`src/rtl/instr_encoder_pkg.sv`:
```
// Shared RV32I encoding types: opcodes, instruction formats and buffer entry layout.
// Used by both the encoder and the decoder side of the core.
package instr_encoder_pkg;

  typedef logic [31:0] word_t;

  localparam logic [6:0] OP_LUI    = 7'b0110111;
  localparam logic [6:0] OP_AUIPC  = 7'b0010111;
  localparam logic [6:0] OP_JAL    = 7'b1101111;
  localparam logic [6:0] OP_JALR   = 7'b1100111;
  localparam logic [6:0] OP_BRANCH = 7'b1100011;
  localparam logic [6:0] OP_LOAD   = 7'b0000011;
  localparam logic [6:0] OP_STORE  = 7'b0100011;
  localparam logic [6:0] OP_ALUI   = 7'b0010011;
  localparam logic [6:0] OP_ALU    = 7'b0110011;

  typedef enum logic [2:0] {
    FORMAT_NULL,
    FORMAT_R,
    FORMAT_I,
    FORMAT_S,
    FORMAT_B,
    FORMAT_U,
    FORMAT_J
  } format_t;

  typedef struct packed {
    word_t word;
    word_t addr;
    logic  err;
  } entry_t;

  function automatic format_t format_of(input logic [6:0] opcode);
    format_t fmt;
    case (opcode)
      OP_ALU:                    fmt = FORMAT_R;
      OP_ALUI, OP_LOAD, OP_JALR: fmt = FORMAT_I;
      OP_STORE:                  fmt = FORMAT_S;
      OP_BRANCH:                 fmt = FORMAT_B;
      OP_LUI, OP_AUIPC:          fmt = FORMAT_U;
      OP_JAL:                    fmt = FORMAT_J;
      default:                   fmt = FORMAT_NULL;
    endcase
    return fmt;
  endfunction

  // True when value is the sign extension of its low nbits bits.
  function automatic logic fits_signed(input word_t value, input int nbits);
    logic ok;
    ok = 1'b1;
    for (int i = 0; i < 32; i++) begin
      if (i >= nbits - 1 && value[i] != value[31]) ok = 1'b0;
    end
    return ok;
  endfunction

endpackage

```
`src/rtl/instr_encoder_if.sv`:
```
// Field-bundle input and encoded-word output handshakes of instr_encoder.
// slave is the encoder's view, master the producer/consumer view.
interface instr_encoder_if;
  import instr_encoder_pkg::*;

  logic       in_valid;
  logic       in_ready;
  logic [6:0] in_opcode;
  logic [4:0] in_rd;
  logic [4:0] in_rs1;
  logic [4:0] in_rs2;
  word_t      in_imm;
  logic [2:0] in_f3;
  logic [6:0] in_f7;

  logic       out_valid;
  logic       out_ready;
  word_t      out_word;
  word_t      out_addr;
  logic       out_err;
  logic       err_seen;

  modport slave (
    input  in_valid, in_opcode, in_rd, in_rs1, in_rs2, in_imm, in_f3, in_f7, out_ready,
    output in_ready, out_valid, out_word, out_addr, out_err, err_seen
  );

  modport master (
    output in_valid, in_opcode, in_rd, in_rs1, in_rs2, in_imm, in_f3, in_f7, out_ready,
    input  in_ready, out_valid, out_word, out_addr, out_err, err_seen
  );

endinterface

```
`src/rtl/instr_encoder_pack.sv`:
```
// Combinational RV32I field packer: fields -> {word, err}.
// ENCODER_RANGE_CHECK_EN additionally flags immediates the format cannot represent.
module instr_encoder_pack
  import instr_encoder_pkg::*;
(
  input  logic [6:0] opcode_i,
  input  logic [4:0] rd_i,
  input  logic [4:0] rs1_i,
  input  logic [4:0] rs2_i,
  input  word_t      imm_i,
  input  logic [2:0] f3_i,
  input  logic [6:0] f7_i,
  output word_t      word_o,
  output logic       err_o
);

  format_t fmt;
  logic    range_err;

  assign fmt = format_of(opcode_i);

  always_comb begin
    word_o = {25'b0, opcode_i};
    case (fmt)
      FORMAT_R: word_o = {f7_i, rs2_i, rs1_i, f3_i, rd_i, opcode_i};
      FORMAT_I: word_o = {imm_i[11:0], rs1_i, f3_i, rd_i, opcode_i};
      FORMAT_S: word_o = {imm_i[11:5], rs2_i, rs1_i, f3_i, imm_i[4:0], opcode_i};
      FORMAT_B: word_o = {imm_i[12], imm_i[10:5], rs2_i, rs1_i, f3_i,
                          imm_i[4:1], imm_i[11], opcode_i};
      FORMAT_U: word_o = {imm_i[31:12], rd_i, opcode_i};
      FORMAT_J: word_o = {imm_i[20], imm_i[10:1], imm_i[11], imm_i[19:12], rd_i, opcode_i};
      default:  word_o = {25'b0, opcode_i};
    endcase
  end

`ifdef ENCODER_RANGE_CHECK_EN
  // The word is still packed from truncated bits; only the flag reports the loss.
  always_comb begin
    range_err = 1'b0;
    case (fmt)
      FORMAT_I, FORMAT_S: range_err = !fits_signed(imm_i, 12);
      FORMAT_B:           range_err = !fits_signed(imm_i, 13) || imm_i[0];
      FORMAT_J:           range_err = !fits_signed(imm_i, 21) || imm_i[0];
      FORMAT_U:           range_err = |imm_i[11:0];
      default:            range_err = 1'b0;
    endcase
  end
`else
  logic unused_imm0;
  assign unused_imm0 = imm_i[0];
  assign range_err   = 1'b0;
`endif

  assign err_o = (fmt == FORMAT_NULL) || range_err;

endmodule

```
`src/rtl/instr_encoder.sv`:
```
// Streaming RV32I encoder: packs field bundles, tags them with sequential addresses
// and queues them in a 2-entry in-order buffer. Optional macro: ENCODER_RANGE_CHECK_EN.
module instr_encoder
  import instr_encoder_pkg::*;
#(
  parameter word_t BASE_ADDR = 32'h0000_0000
)
(
  input  logic           clk,
  input  logic           rst_n,
  input  logic           flush,
  instr_encoder_if.slave bus
);

  entry_t     head_q, head_d;
  entry_t     tail_q, tail_d;
  logic [1:0] count_q, count_d;
  word_t      addr_q, addr_d;
  logic       err_seen_q, err_seen_d;

  word_t      pack_word;
  logic       pack_err;
  entry_t     new_entry;
  logic       in_ready;
  logic       out_valid;
  logic       push;
  logic       pop;

  instr_encoder_pack u_pack (
    .opcode_i (bus.in_opcode),
    .rd_i     (bus.in_rd),
    .rs1_i    (bus.in_rs1),
    .rs2_i    (bus.in_rs2),
    .imm_i    (bus.in_imm),
    .f3_i     (bus.in_f3),
    .f7_i     (bus.in_f7),
    .word_o   (pack_word),
    .err_o    (pack_err)
  );

  assign new_entry = {pack_word, addr_q, pack_err};

  // Readiness depends only on occupancy so a full buffer never passes through.
  assign in_ready  = (count_q != 2'd2);
  assign out_valid = (count_q != 2'd0);
  assign push      = bus.in_valid && in_ready;
  assign pop       = out_valid && bus.out_ready;

  always_comb begin
    head_d     = head_q;
    tail_d     = tail_q;
    count_d    = count_q;
    addr_d     = addr_q;
    err_seen_d = err_seen_q;
    if (flush) begin
      count_d    = 2'd0;
      addr_d     = BASE_ADDR;
      err_seen_d = 1'b0;
    end else begin
      if (push) begin
        addr_d     = addr_q + 32'd4;
        err_seen_d = err_seen_q | pack_err;
      end
      case ({push, pop})
        2'b10: begin
          if (count_q == 2'd0) head_d = new_entry;
          else                 tail_d = new_entry;
          count_d = count_q + 2'd1;
        end
        2'b01: begin
          // Popping the last entry leaves head untouched so the outputs hold.
          if (count_q == 2'd2) head_d = tail_q;
          count_d = count_q - 2'd1;
        end
        2'b11: begin
          // Push needs a free slot, so simultaneous push/pop only happens at occupancy 1.
          head_d = new_entry;
        end
        default: ;
      endcase
    end
  end

  always_ff @(posedge clk or negedge rst_n) begin
    if (!rst_n) begin
      head_q     <= '0;
      tail_q     <= '0;
      count_q    <= 2'd0;
      addr_q     <= BASE_ADDR;
      err_seen_q <= 1'b0;
    end else begin
      head_q     <= head_d;
      tail_q     <= tail_d;
      count_q    <= count_d;
      addr_q     <= addr_d;
      err_seen_q <= err_seen_d;
    end
  end

  assign bus.in_ready  = in_ready;
  assign bus.out_valid = out_valid;
  assign bus.out_word  = head_q.word;
  assign bus.out_addr  = head_q.addr;
  assign bus.out_err   = head_q.err;
  assign bus.err_seen  = err_seen_q;

endmodule

```
`src/flat_wrapper.sv`:
```
// flat-port wrapper written by rule: the top's interface ports become plain ports
module instr_encoder_flat import instr_encoder_pkg::*;
#(
  parameter word_t BASE_ADDR = 32'h0000_0000
)
  (clk, rst_n, flush, bus_in_valid, bus_in_opcode, bus_in_rd, bus_in_rs1, bus_in_rs2, bus_in_imm, bus_in_f3, bus_in_f7, bus_out_ready, bus_in_ready, bus_out_valid, bus_out_word, bus_out_addr, bus_out_err, bus_err_seen);
  instr_encoder_if bus_i ();
  input  logic clk;
  input  logic rst_n;
  input  logic flush;
  input wire logic [$bits(bus_i.in_valid)-1:0] bus_in_valid;
  input wire logic [$bits(bus_i.in_opcode)-1:0] bus_in_opcode;
  input wire logic [$bits(bus_i.in_rd)-1:0] bus_in_rd;
  input wire logic [$bits(bus_i.in_rs1)-1:0] bus_in_rs1;
  input wire logic [$bits(bus_i.in_rs2)-1:0] bus_in_rs2;
  input wire logic [$bits(bus_i.in_imm)-1:0] bus_in_imm;
  input wire logic [$bits(bus_i.in_f3)-1:0] bus_in_f3;
  input wire logic [$bits(bus_i.in_f7)-1:0] bus_in_f7;
  input wire logic [$bits(bus_i.out_ready)-1:0] bus_out_ready;
  output wire logic [$bits(bus_i.in_ready)-1:0] bus_in_ready;
  output wire logic [$bits(bus_i.out_valid)-1:0] bus_out_valid;
  output wire logic [$bits(bus_i.out_word)-1:0] bus_out_word;
  output wire logic [$bits(bus_i.out_addr)-1:0] bus_out_addr;
  output wire logic [$bits(bus_i.out_err)-1:0] bus_out_err;
  output wire logic [$bits(bus_i.err_seen)-1:0] bus_err_seen;
  assign bus_i.in_valid = bus_in_valid;
  assign bus_i.in_opcode = bus_in_opcode;
  assign bus_i.in_rd = bus_in_rd;
  assign bus_i.in_rs1 = bus_in_rs1;
  assign bus_i.in_rs2 = bus_in_rs2;
  assign bus_i.in_imm = bus_in_imm;
  assign bus_i.in_f3 = bus_in_f3;
  assign bus_i.in_f7 = bus_in_f7;
  assign bus_i.out_ready = bus_out_ready;
  assign bus_in_ready = bus_i.in_ready;
  assign bus_out_valid = bus_i.out_valid;
  assign bus_out_word = bus_i.out_word;
  assign bus_out_addr = bus_i.out_addr;
  assign bus_out_err = bus_i.out_err;
  assign bus_err_seen = bus_i.err_seen;
  instr_encoder #(.BASE_ADDR(BASE_ADDR)) u_core (.clk(clk), .rst_n(rst_n), .flush(flush), .bus(bus_i));
endmodule
```
`config.mk`:
```
export PLATFORM = sky130hd
export DESIGN_NAME = instr_encoder_flat
export DESIGN_NICKNAME = d
export VERILOG_FILES = /design/src/rtl/instr_encoder_pkg.sv /design/src/rtl/instr_encoder_if.sv /design/src/rtl/instr_encoder_pack.sv /design/src/rtl/instr_encoder.sv /design/src/flat_wrapper.sv
export SDC_FILE = /design/constraint.sdc
export NUM_CORES = 1
export LEC_CHECK = 0
export ABC_AREA = 1
export BUFFER_PORTS_ARGS = -buffer_cell sky130_fd_sc_hd__buf_4
export CAP_MARGIN = 20
export CORE_MARGIN = 4
export CORE_UTILIZATION = 62
export DETAILED_ROUTE_END_ITERATION = 7
export PLACE_DENSITY_LB_ADDON = 0.12
export SETUP_SLACK_MARGIN = 0.05
export SLEW_MARGIN = 20
export SYNTH_ARGS = -nofsm -noshare
export SYNTH_HDL_FRONTEND = slang
export SYNTH_SLANG_ARGS = --single-unit
```
`constraint.sdc`:
```
create_clock -name clk -period 2.61 [get_ports clk]
set_input_delay 0.1305 -clock clk [delete_from_list [all_inputs] [get_ports clk]]
set_output_delay 0.1305 -clock clk [all_outputs]
set_load 0.02 [all_outputs]
```
Word-level counts from Yosys, hierarchy flattened
Cells that the tools add are included.
W data, S select, Z words.
{"block": "classes", "n_bitwise": 3, "eq_ne": 22, "muxes": 11, "addsub": 3, "n_reduce_logical": 12}
{"cell": "$pmux W65 S3", "n": 1}
{"cell": "$pmux W32 S6", "n": 1}
{"cell": "$mux W65", "n": 2}
{"cell": "$mux W32", "n": 2}
{"cell": "$add A32 B3 Y32 const B", "n": 1}
{"cell": "$eq A7 B6 Y1 const B", "n": 3}
{"cell": "$eq A7 B7 Y1 const B", "n": 3}
{"cell": "$pmux W3 S6", "n": 1}
{"cell": "$eq A7 B5 Y1 const B", "n": 2}
{"cell": "$eq A3 B3 Y1 const B", "n": 3}
{"cell": "$eq A7 B2 Y1 const B", "n": 1}
{"cell": "$eq A2 B2 Y1 const B", "n": 3}
{"cell": "$eq A3 B2 Y1 const B", "n": 2}
{"cell": "$reduce_bool A3 Y1", "n": 2}
{"cell": "$ne A2 B1 Y1 const B", "n": 2}
{"cell": "$pmux W2 S2", "n": 1}
{"cell": "$reduce_and A4 Y1", "n": 1}
{"cell": "$reduce_bool A2 Y1", "n": 2}
{"cell": "$eq A3 B1 Y1 const B", "n": 1}
{"cell": "$logic_not A3 Y1", "n": 1}
{"cell": "$reduce_and A3 Y1", "n": 1}
{"cell": "$reduce_or A3 Y1", "n": 1}
{"cell": "$add A2 B1 Y2 const B", "n": 1}
{"cell": "$eq A2 B1 Y1 const B", "n": 1}
{"cell": "9 further kinds", "n": 12}
{"block": "word_totals", "inputBits": 69, "register_bits": 165}

Logic depth before layout (Yosys ltp)
Gate-level depths: netlist (run 1).
{"block": "logic_depth", "ltp_word": 7, "ltp_mapped": 11, "ltp_nobuf": 10}

Hierarchy
Synthesis (run 1) repeated with hierarchy kept, for this count alone.
{"block": "unflattened", "cells_unflattened": 1268, "hier_area_um2": 8993.6}
{"mod": "instr_encoder", "seq_area_each_um2": 3978.8, "area_per_inst_um2": 7576.0, "cells_per_inst": 960, "instances": 1}
{"mod": "instr_encoder_pack", "seq_area_each_um2": 0.0, "area_per_inst_um2": 1417.6, "cells_per_inst": 308, "instances": 1}

Least setup slack after synthesis (run 1)
OpenSTA, ideal clock, no wires.
{"block": "synth_timing", "path_kind": "reg-to-reg", "start": "reg u_core.count_q[0]", "end": "reg u_core.count_q[1]", "required_time_ps": 2485, "synth_period_minus_slack_ps": 1481, "path_stages_with_launch": 10, "t_arrival_ps": 1356, "path_slack_ps": 1129, "setup_ps": 125, "path_cell_list": "dfrtp_1 nor2_2 inv_2 nand2_1 inv_2 nand2_2 buf_4 buf_4 xor2_1 o22ai_1"}
{"block": "synth_between", "elab_chain_len": 5, "word_cells_on_any_way": 11, "cone_classes": "add/sub: 2; eq/ne: 3; mux: 2; reduce/logical: 4"}
{"item": "start, declared", "line_no": "instr_encoder.sv:17", "source": "logic [1:0] count_q, count_d;"}
{"item": "start signal, assigned", "line_no": "instr_encoder.sv:94", "source": "count_q <= count_d;"}
{"item": "$reduce_bool A2 Y1 *", "line_no": "instr_encoder.sv:45", "source": "assign out_valid = (count_q != 2'd0);"}
{"item": "net bus_out_valid", "line_no": "flat_wrapper.sv:21", "source": "output wire logic [$bits(bus_i.out_valid)-1:0] bus_out_valid;"}
{"item": "$logic_and A1 B1 Y1 *", "line_no": "instr_encoder.sv:47", "source": "assign pop = out_valid && bus.out_ready;"}
{"item": "$eq A2 B1 Y1 / $eq A2 B2 Y1 (equally long branches)", "line_no": "instr_encoder.sv:64", "source": "case ({push, pop})"}
{"item": "$pmux W2 S2", "line_no": "instr_encoder.sv:64"}
{"item": "$mux W2", "line_no": "instr_encoder.sv:55", "source": "if (flush) begin"}
The timed path passes the listed nets; every way through them passes the cells marked *.
A chain may end at the register's enable or synchronous reset.

Worst setup path in the final report (run 1)
{"block": "layout_timing", "start": "reg u_core.count_q[0]", "end": "reg u_core.count_q[0]"}
{"block": "layout_between", "elab_chain_len": 5, "word_cells_on_any_way": 11, "cone_classes": "add/sub: 2; eq/ne: 3; mux: 2; reduce/logical: 4"}
{"item": "$ne A2 B2 Y1 / $reduce_bool A2 Y1 (equally long branches)", "line_no": "instr_encoder.sv:44, instr_encoder.sv:45"}
{"item": "$logic_and A1 B1 Y1 (on tied branches)", "line_no": "instr_encoder.sv:46, instr_encoder.sv:47"}
{"item": "$eq A2 B1 Y1 / $eq A2 B2 Y1 (equally long branches)", "line_no": "instr_encoder.sv:64"}
{"item": "$pmux W2 S2", "line_no": "instr_encoder.sv:64"}
{"item": "$mux W2", "line_no": "instr_encoder.sv:55"}
Several ways; a longest one is shown, not always the timed one.

==> key figures, run 1 <==
Layout
  • Finished Layout Cells: 1566
  • Share of layout cells above drive strength 1: 15.6%
  • Area added between synthesis and finish: 18.3%
  • Footprint of the multi-input gates: 4150 um^2
  • Final core occ: 75.5%
  • Layout fillers: 1092
  • Ant. Diodes: 0
  • Final nets: 1443
  • Sequential standard cell area: 3980 um^2

Timing
  • Final Hold Viols: 0
  • FMAX: 463 MHz
  • Final setup vio count: 0
  • Worst slew margin: 46.4%
  • Worst-Margin Slew: 0.804 ns
  • Max Slew Vio Count: 0
  • Tmin final: 2.16 ns
  • Skew final: 0.0115 ns
  • Setup ws final: 0.451 ns
  • Total negative slack: 0 ns
  • RSZ-0062 raised after global routing: no
  • Final period utilization: 82.7%

Worst setup path
  • Delay-heaviest family, CP: simple AND/OR/NAND/NOR gates
  • R2R Setup Slk: 0.45 ns
  • Setup CP Type: register to register
  • Data required, critical path: 2.93 ns
  • CP most frequent cell: inv_2
  • Crit-path cells: nor2_2 -> inv_2 -> nand2_1 -> inv_2 -> nand2_2 -> buf_4 -> nand3_1 -> o21ai_0
  • R2R cell count: 8
  • Worst setup EP type: register
  • Critical path depth: 8
  • Slowest stage delay, CP: 0.53 ns
  • Max FO, Critical Path: 56
  • Crit path max-delay cell type: buf_4
  • Startpoint Class: register
  • Bufs and invs on worst path: 3
  • Worst path arrival time: 2.48 ns

Status
  • Status: completed

GRT
  • Vias in the first global route: 8069
  • Initial antenna violation count: 0
  • Gr usage total: 28.7%
  • First-pass GRT wire length: 38300 um
  • GRT overflow: 0
  • Largest net degree at the start of global routing: 127

Placement
  • RePlAce Congestion: 0.907
  • Inst Count DP: 1531
  • Dpl ws: 0.444 ns
  • Hpwl dp: 15300 um
  • Buffers on Ports: 134

Routing
  • Routed WL: 23400 um
  • First-pass DRT Iterations: 6
  • DRT iter0 DRCs: 839
  • Post-route ant nets: 0
  • Vias per cell: 5.53
  • Via count: 8665
  • Residual DRC: 0
  • Routed length per instance: 14.9 um

Logic synthesis
  • Post-synth EDFFs: 0
  • Post-synthesis cell area: 8960 um^2
  • Mean Syn Cell Area: 7.05 um^2
  • Share of Yosys cell area claimed by the top area cell type: 44.4%
  • Synth warnings: 0
  • #FFs+latches synth: 159
  • Distinct cells, synth: 34
  • Sequential fraction of the synthesis area: 44.4%
  • Mapped Cells: 1271
  • Top-count cell post-synth: nand2_1
  • Leading area contributor after synthesis: dfrtp_1
  • Synth async-reset ratio: 100%
  • Top_reg_cell synth: dfrtp_1
  • Synth area leaders: dfrtp_1, nand2_1, nand3_1, o21ai_1, inv_1
  • Synth top cells by count: nand2_1, dfrtp_1, nand3_1

Clocking
  • Num CTS Buffers: 17
  • CTS tree: done
  • Clock-pin slew on the worst setup and hold paths: 0.06 ns
  • Root Buffer Master: clkbuf_16
  • Max H-tree Level: 4
  • Post-CTS setup buffer count: 0
  • CTS max path bufs: 2
  • Clock Latency Late Sink: 0.42 ns
  • CTS sink count: 159

Min path
  • Hold-critical path depth: 3
  • Worst min-delay path class: input pin to register

Die
  • Core region area: 14000 um^2
  • I/O pin count: 137
  • Site row count: 43
  • Die area: 16400 um^2
  • Initial Utilization: 63.8%
  • Die Y: 128 um
  • Die W: 128 um

Power and ir drop
  • Power density over cell area: 745 nW/um^2
  • VDD IR-drop max: 0.000623 V
  • Leak Pwr: 5.46 nW
  • Tot Pwr: 7.90 mW

Flow run
  • Max cap viols: 0
==> power by group <==
part,total (mW),switching (mW),internal (mW)
clock,2.57,1.01,1.56
combinational,2.16,1.40,0.761
sequential,3.16,0.252,2.91
total,7.90,2.67,5.23
==> through the flow <==
step	hold WS [ns]	area, um^2
after CTS	0.00344	10600
after floorplan	-0.165	8970
final	0.0101	10600
after detailed placement	0.167	9950
after global placement	0.168	9950
after global routing	0.0289	10600
==> metal layers <==
metal,track usage [%],vias up,routed length [um]
met2,47.9,324,11500
met1,37.1,4010,9740
met4,11.2,0,574
met5,0,-,0
met3,5.25,47,1540
li1,-,4284,-
==> registers in the layout, indices dropped and copies added (netlist names) <==
register             flops
u_core.bus.out_word     32
u_core.addr_q           30
u_core.tail_q           63
u_core.bus.out_err       1
u_core.bus.err_seen      1
u_core.bus.out_addr     30
u_core.count_q           2
==> final timing paths <==
kind | to | from
hold / removal | u_core.tail_q[33] | bus_in_opcode[0]
hold reg to reg | u_core.bus.out_word[17] | u_core.bus.out_word[17]
setup / recovery | u_core.count_q[0] | u_core.count_q[0]
max in group asynchronous | u_core.tail_q[16] | rst_n
setup reg to reg | u_core.count_q[0] | u_core.count_q[0]
min in group asynchronous | u_core.bus.out_word[28] | rst_n
==> tightest hold or removal path: cells and delay by family <==
family / cells / cell delay (ns)
AOI/OAI and AO/OA: 1 / 0.08
buffers and inverters: 2 / 0.18
==> layout make-up <==
| class | instances | share of cell area [%] |
|---|---|---|
| clock buffers | 20 | 4.31 |
| clock inverters | 12 | 1.49 |
| inverters | 118 | 4.25 |
| multi-input cells | 927 | 39.1 |
| flip-flops and latches | 159 | 37.5 |
| well taps | 180 | 2.12 |
| repair buffers | 150 | 11.2 |
==> logic make-up (layout without fill, tap and decap cells) <==
family / count (synthesis) / after routing / synth area share [%]
DFF: 159 / 159 / 44.4
xor gates and xnor gates: 2 / 2 / 0.195
other: 1 / 2 / 0.0418
adders and majority gates: 1 / 1 / 0.140
buffers and inverters: 186 / 300 / 9.67
and+or+nand+nor: 732 / 732 / 34.5
AOI/OAI and AO/OA: 190 / 190 / 11.0
==> cell usage in the layout (no fill, tap or decap), types with 3 or more instances in the layout <==
| cell | netlist | layout |
|---|---|---|
| nand2_1 | 417 | 417 |
| dfrtp_1 | 159 | 159 |
| nand3_1 | 152 | 152 |
| buf_4 | 20 | 142 |
| inv_1 | 108 | 108 |
| nor2_1 | 107 | 106 |
| o21ai_1 | 94 | 94 |
| o21ai_0 | 46 | 46 |
| a21oi_1 | 40 | 40 |
| nor3_1 | 19 | 19 |
| clkbuf_16 | 0 | 17 |
| nand4_1 | 15 | 15 |
| inv_2 | 8 | 7 |
| nand2_2 | 7 | 7 |
| nor2_2 | 7 | 6 |
| o21ai_2 | 6 | 6 |
| clkinv_4 | 1 | 5 |
| nor2_4 | 2 | 4 |
| buf_12 | 0 | 4 |
| bufinv_16 | 0 | 3 |
| clkinv_2 | 0 | 3 |
| dlygate4sd3_1 | 0 | 3 |
==> what timing repair did <==
action / in CTS / in global routing
resized for setup: 0 / 1
endpoints found under the hold margin: 67 / 0
hold buffers: 3 / 0
endpoints found under the setup margin: 0 / 24
No activity file was read; power rests on OpenSTA's default activity.
==> run 2: changes to the inputs <==
CORE_UTILIZATION = 52   (was 62)
clock period = 1.9 ns   (was 2.61 ns; I/O delays follow)
==> run 2 against run 1 <==
  * Sequential power up 37%
  * Final cell count up 3.9%
  * Highest routed layer unchanged
  * Sequential share of layout area down 1.2 points
  * Count of clock-buffer cells in the layout unchanged
  * Register-to-register slack worse by 0.29 ns
  * Fmax up 24%
  * First-iteration DRC count down 12%
==> key figures, run 2 (synthesis results as in run 1) <==
Clocking
  • Num CTS Buffers: 17
  • Post-CTS setup buffer count: 0
  • Max H-tree Level: 4
  • Root Buffer Master: clkbuf_16
  • CTS sink count: 159
  • CTS tree: done
  • Clock Latency Late Sink: 0.42 ns
  • CTS max path bufs: 2
  • Clock-pin slew on the worst setup and hold paths: 0.06 ns

Layout
  • Area added between synthesis and finish: 22.1%
  • Most frequent cells in the layout: nand2_1, dfrtp_1, nand3_1
  • Top reg by flops: u_core.tail_q
  • Largest register FFs: 63
  • Final nets: 1465
  • Commonest non-fill, non-tap cell in the layout: nand2_1
  • Share of layout cells above drive strength 1: 16.5%
  • Final core occ: 65.3%
  • Ant. Diodes: 0

Worst setup path
  • Critical R2R Capture: u_core.bus.out_word[6]
  • Data required, critical path: 2.25 ns
  • CP most frequent cell: inv_2
  • RR Startpoint: u_core.count_q[0]
  • Crit-path cells: nor2_2 -> inv_2 -> nand2_1 -> inv_2 -> nand2_2 -> inv_2 -> buf_12 -> o21ai_0 -> inv_1 -> o21ai_1
  • Crit path max-delay cell type: dfrtp_1
  • Max FO, Critical Path: 17
  • Delay-heaviest family, CP: buffers and inverters
  • Setup CP Type: register to register
  • Startpoint Class: register
  • Worst setup EP type: register
  • Slowest stage delay, CP: 0.41 ns
  • R2R cell count: 10
  • Worst path arrival time: 2.09 ns
  • Bufs and invs on worst path: 5
  • R2R Setup Slk: 0.16 ns

Routing
  • Via count: 8680
  • Routed WL: 23900 um
  • Routed length per instance: 14.7 um
  • Residual DRC: 0
  • DRT iter0 DRCs: 738
  • Vias per cell: 5.33
  • First-pass DRT Iterations: 5
  • Post-route ant nets: 0

GRT
  • Gr usage total: 24.8%
  • Vias in the first global route: 8132
  • Initial antenna violation count: 0
  • GRT overflow: 0
  • Largest net degree at the start of global routing: 81
  • First-pass GRT wire length: 40000 um

Status
  • Status: completed

Timing
  • Final hold slack: 0.0145 ns
  • RSZ-0062 raised after global routing: yes
  • Max Slew Vio Count: 0
  • Tmin final: 1.74 ns
  • Final setup vio count: 0
  • Worst slew margin: 53.1%
  • Worst-Margin Slew: 0.703 ns
  • Skew final: 0.00635 ns
  • Final period utilization: 91.5%
  • FMAX: 575 MHz
  • Final Hold Viols: 0

Min path
  • Hold Startpoint: bus_in_f3[1]
  • Worst hold endpoint: u_core.tail_q[46]
  • Worst min-delay path class: input pin to register
  • Hold-critical path depth: 5

Die
  • I/O pin count: 137
  • Die Y: 139 um
  • Initial Utilization: 53.5%
  • Die W: 139 um
  • Die area: 19400 um^2
  • Site row count: 47
  • Core region area: 16800 um^2

Placement
  • Hpwl dp: 16400 um
  • Buffers on Ports: 134
  • RePlAce Congestion: 0.916

Flow run
  • Max cap viols: 0

Power and ir drop
  • VDD IR-drop max: 0.000693 V
  • Power density over cell area: 1020 nW/um^2
  • Leak Pwr: 5.60 nW
run 2: cell count changes in the layout (fill, tap and decap cells not counted), sizes merged:
cell         change
clkinvlp         +2
inv              -2
bufinv           +2
buf             +17
clkinv           -3
dlygate4sd3      +5
run 2: worst reg2reg max path, delay by kind of cell (launching register included):
family,cells,cell delay (ns)
buffers and inverters,5,0.57
flip-flops,1,0.41
AND/OR/NAND/NOR,3,0.40
AO/OA/AOI/OAI,2,0.29
run 2: power by group:
| group | internal, mW | switching, mW | total [mW] |
|---|---|---|---|
| Clock | 2.35 | 1.36 | 3.72 |
| Sequential | 4.00 | 0.333 | 4.33 |
| Combinational | 1.17 | 1.94 | 3.11 |
| Total | 7.52 | 3.64 | 11.2 |
run 2: timing repair:
action	CTS	global route
resized for setup	0	5
hold buffers	8	0
setup endpoints to repair	0	36
endpoints found under the hold margin	168	0
run 2: cell type report:
cell class                      instances  area [um^2]
Multi-Input combinational cell        927         4150
Clock inverter                         11          189
Inverter                              118          450
Clock buffer                           20          447
Timing Repair Buffer                  172         1460
Sequential cell                       159         3980
Tap cell                              220          275
Fill cell                            1475         5810
run 2: per-layer routing:
layer  routed length, um  up-vias  GRT usage (%)
met5                   0        -              0
met4                 259        0           5.66
met3                1590       30           4.91
met2               11900      272           41.9
met1               10200     4057           33.2
li1                    -     4321              -
run 2: how the worst max path moves through the flow:
stage | startpoint | endpoint | depth (start not counted)
after floorplan | u_core.count_q[0] | u_core.count_q[1] | 9
after global placement | bus_in_opcode[0] | u_core.bus.out_word[10] | 9
after detailed placement | u_core.count_q[0] | u_core.bus.out_addr[22] | 10
after CTS | bus_in_opcode[3] | u_core.bus.out_word[10] | 10
after global routing | u_core.count_q[0] | u_core.bus.out_addr[23] | 10
final | u_core.count_q[0] | u_core.bus.out_word[6] | 10
run 2: metrics by stage:
stage	power (mW)	worst slack (ns)	cells	area, um^2	TNS, ns
floorplan	6.24	0.419	1272	8970	0
global placement	7.41	0.186	1588	10200	0
detailed placement	7.48	0.149	1588	10200	0
CTS	11.2	0.0698	1627	10900	0
global route	11.8	-0.00698	1627	10900	-0.00698
finish	11.2	0.162	1627	10900	0
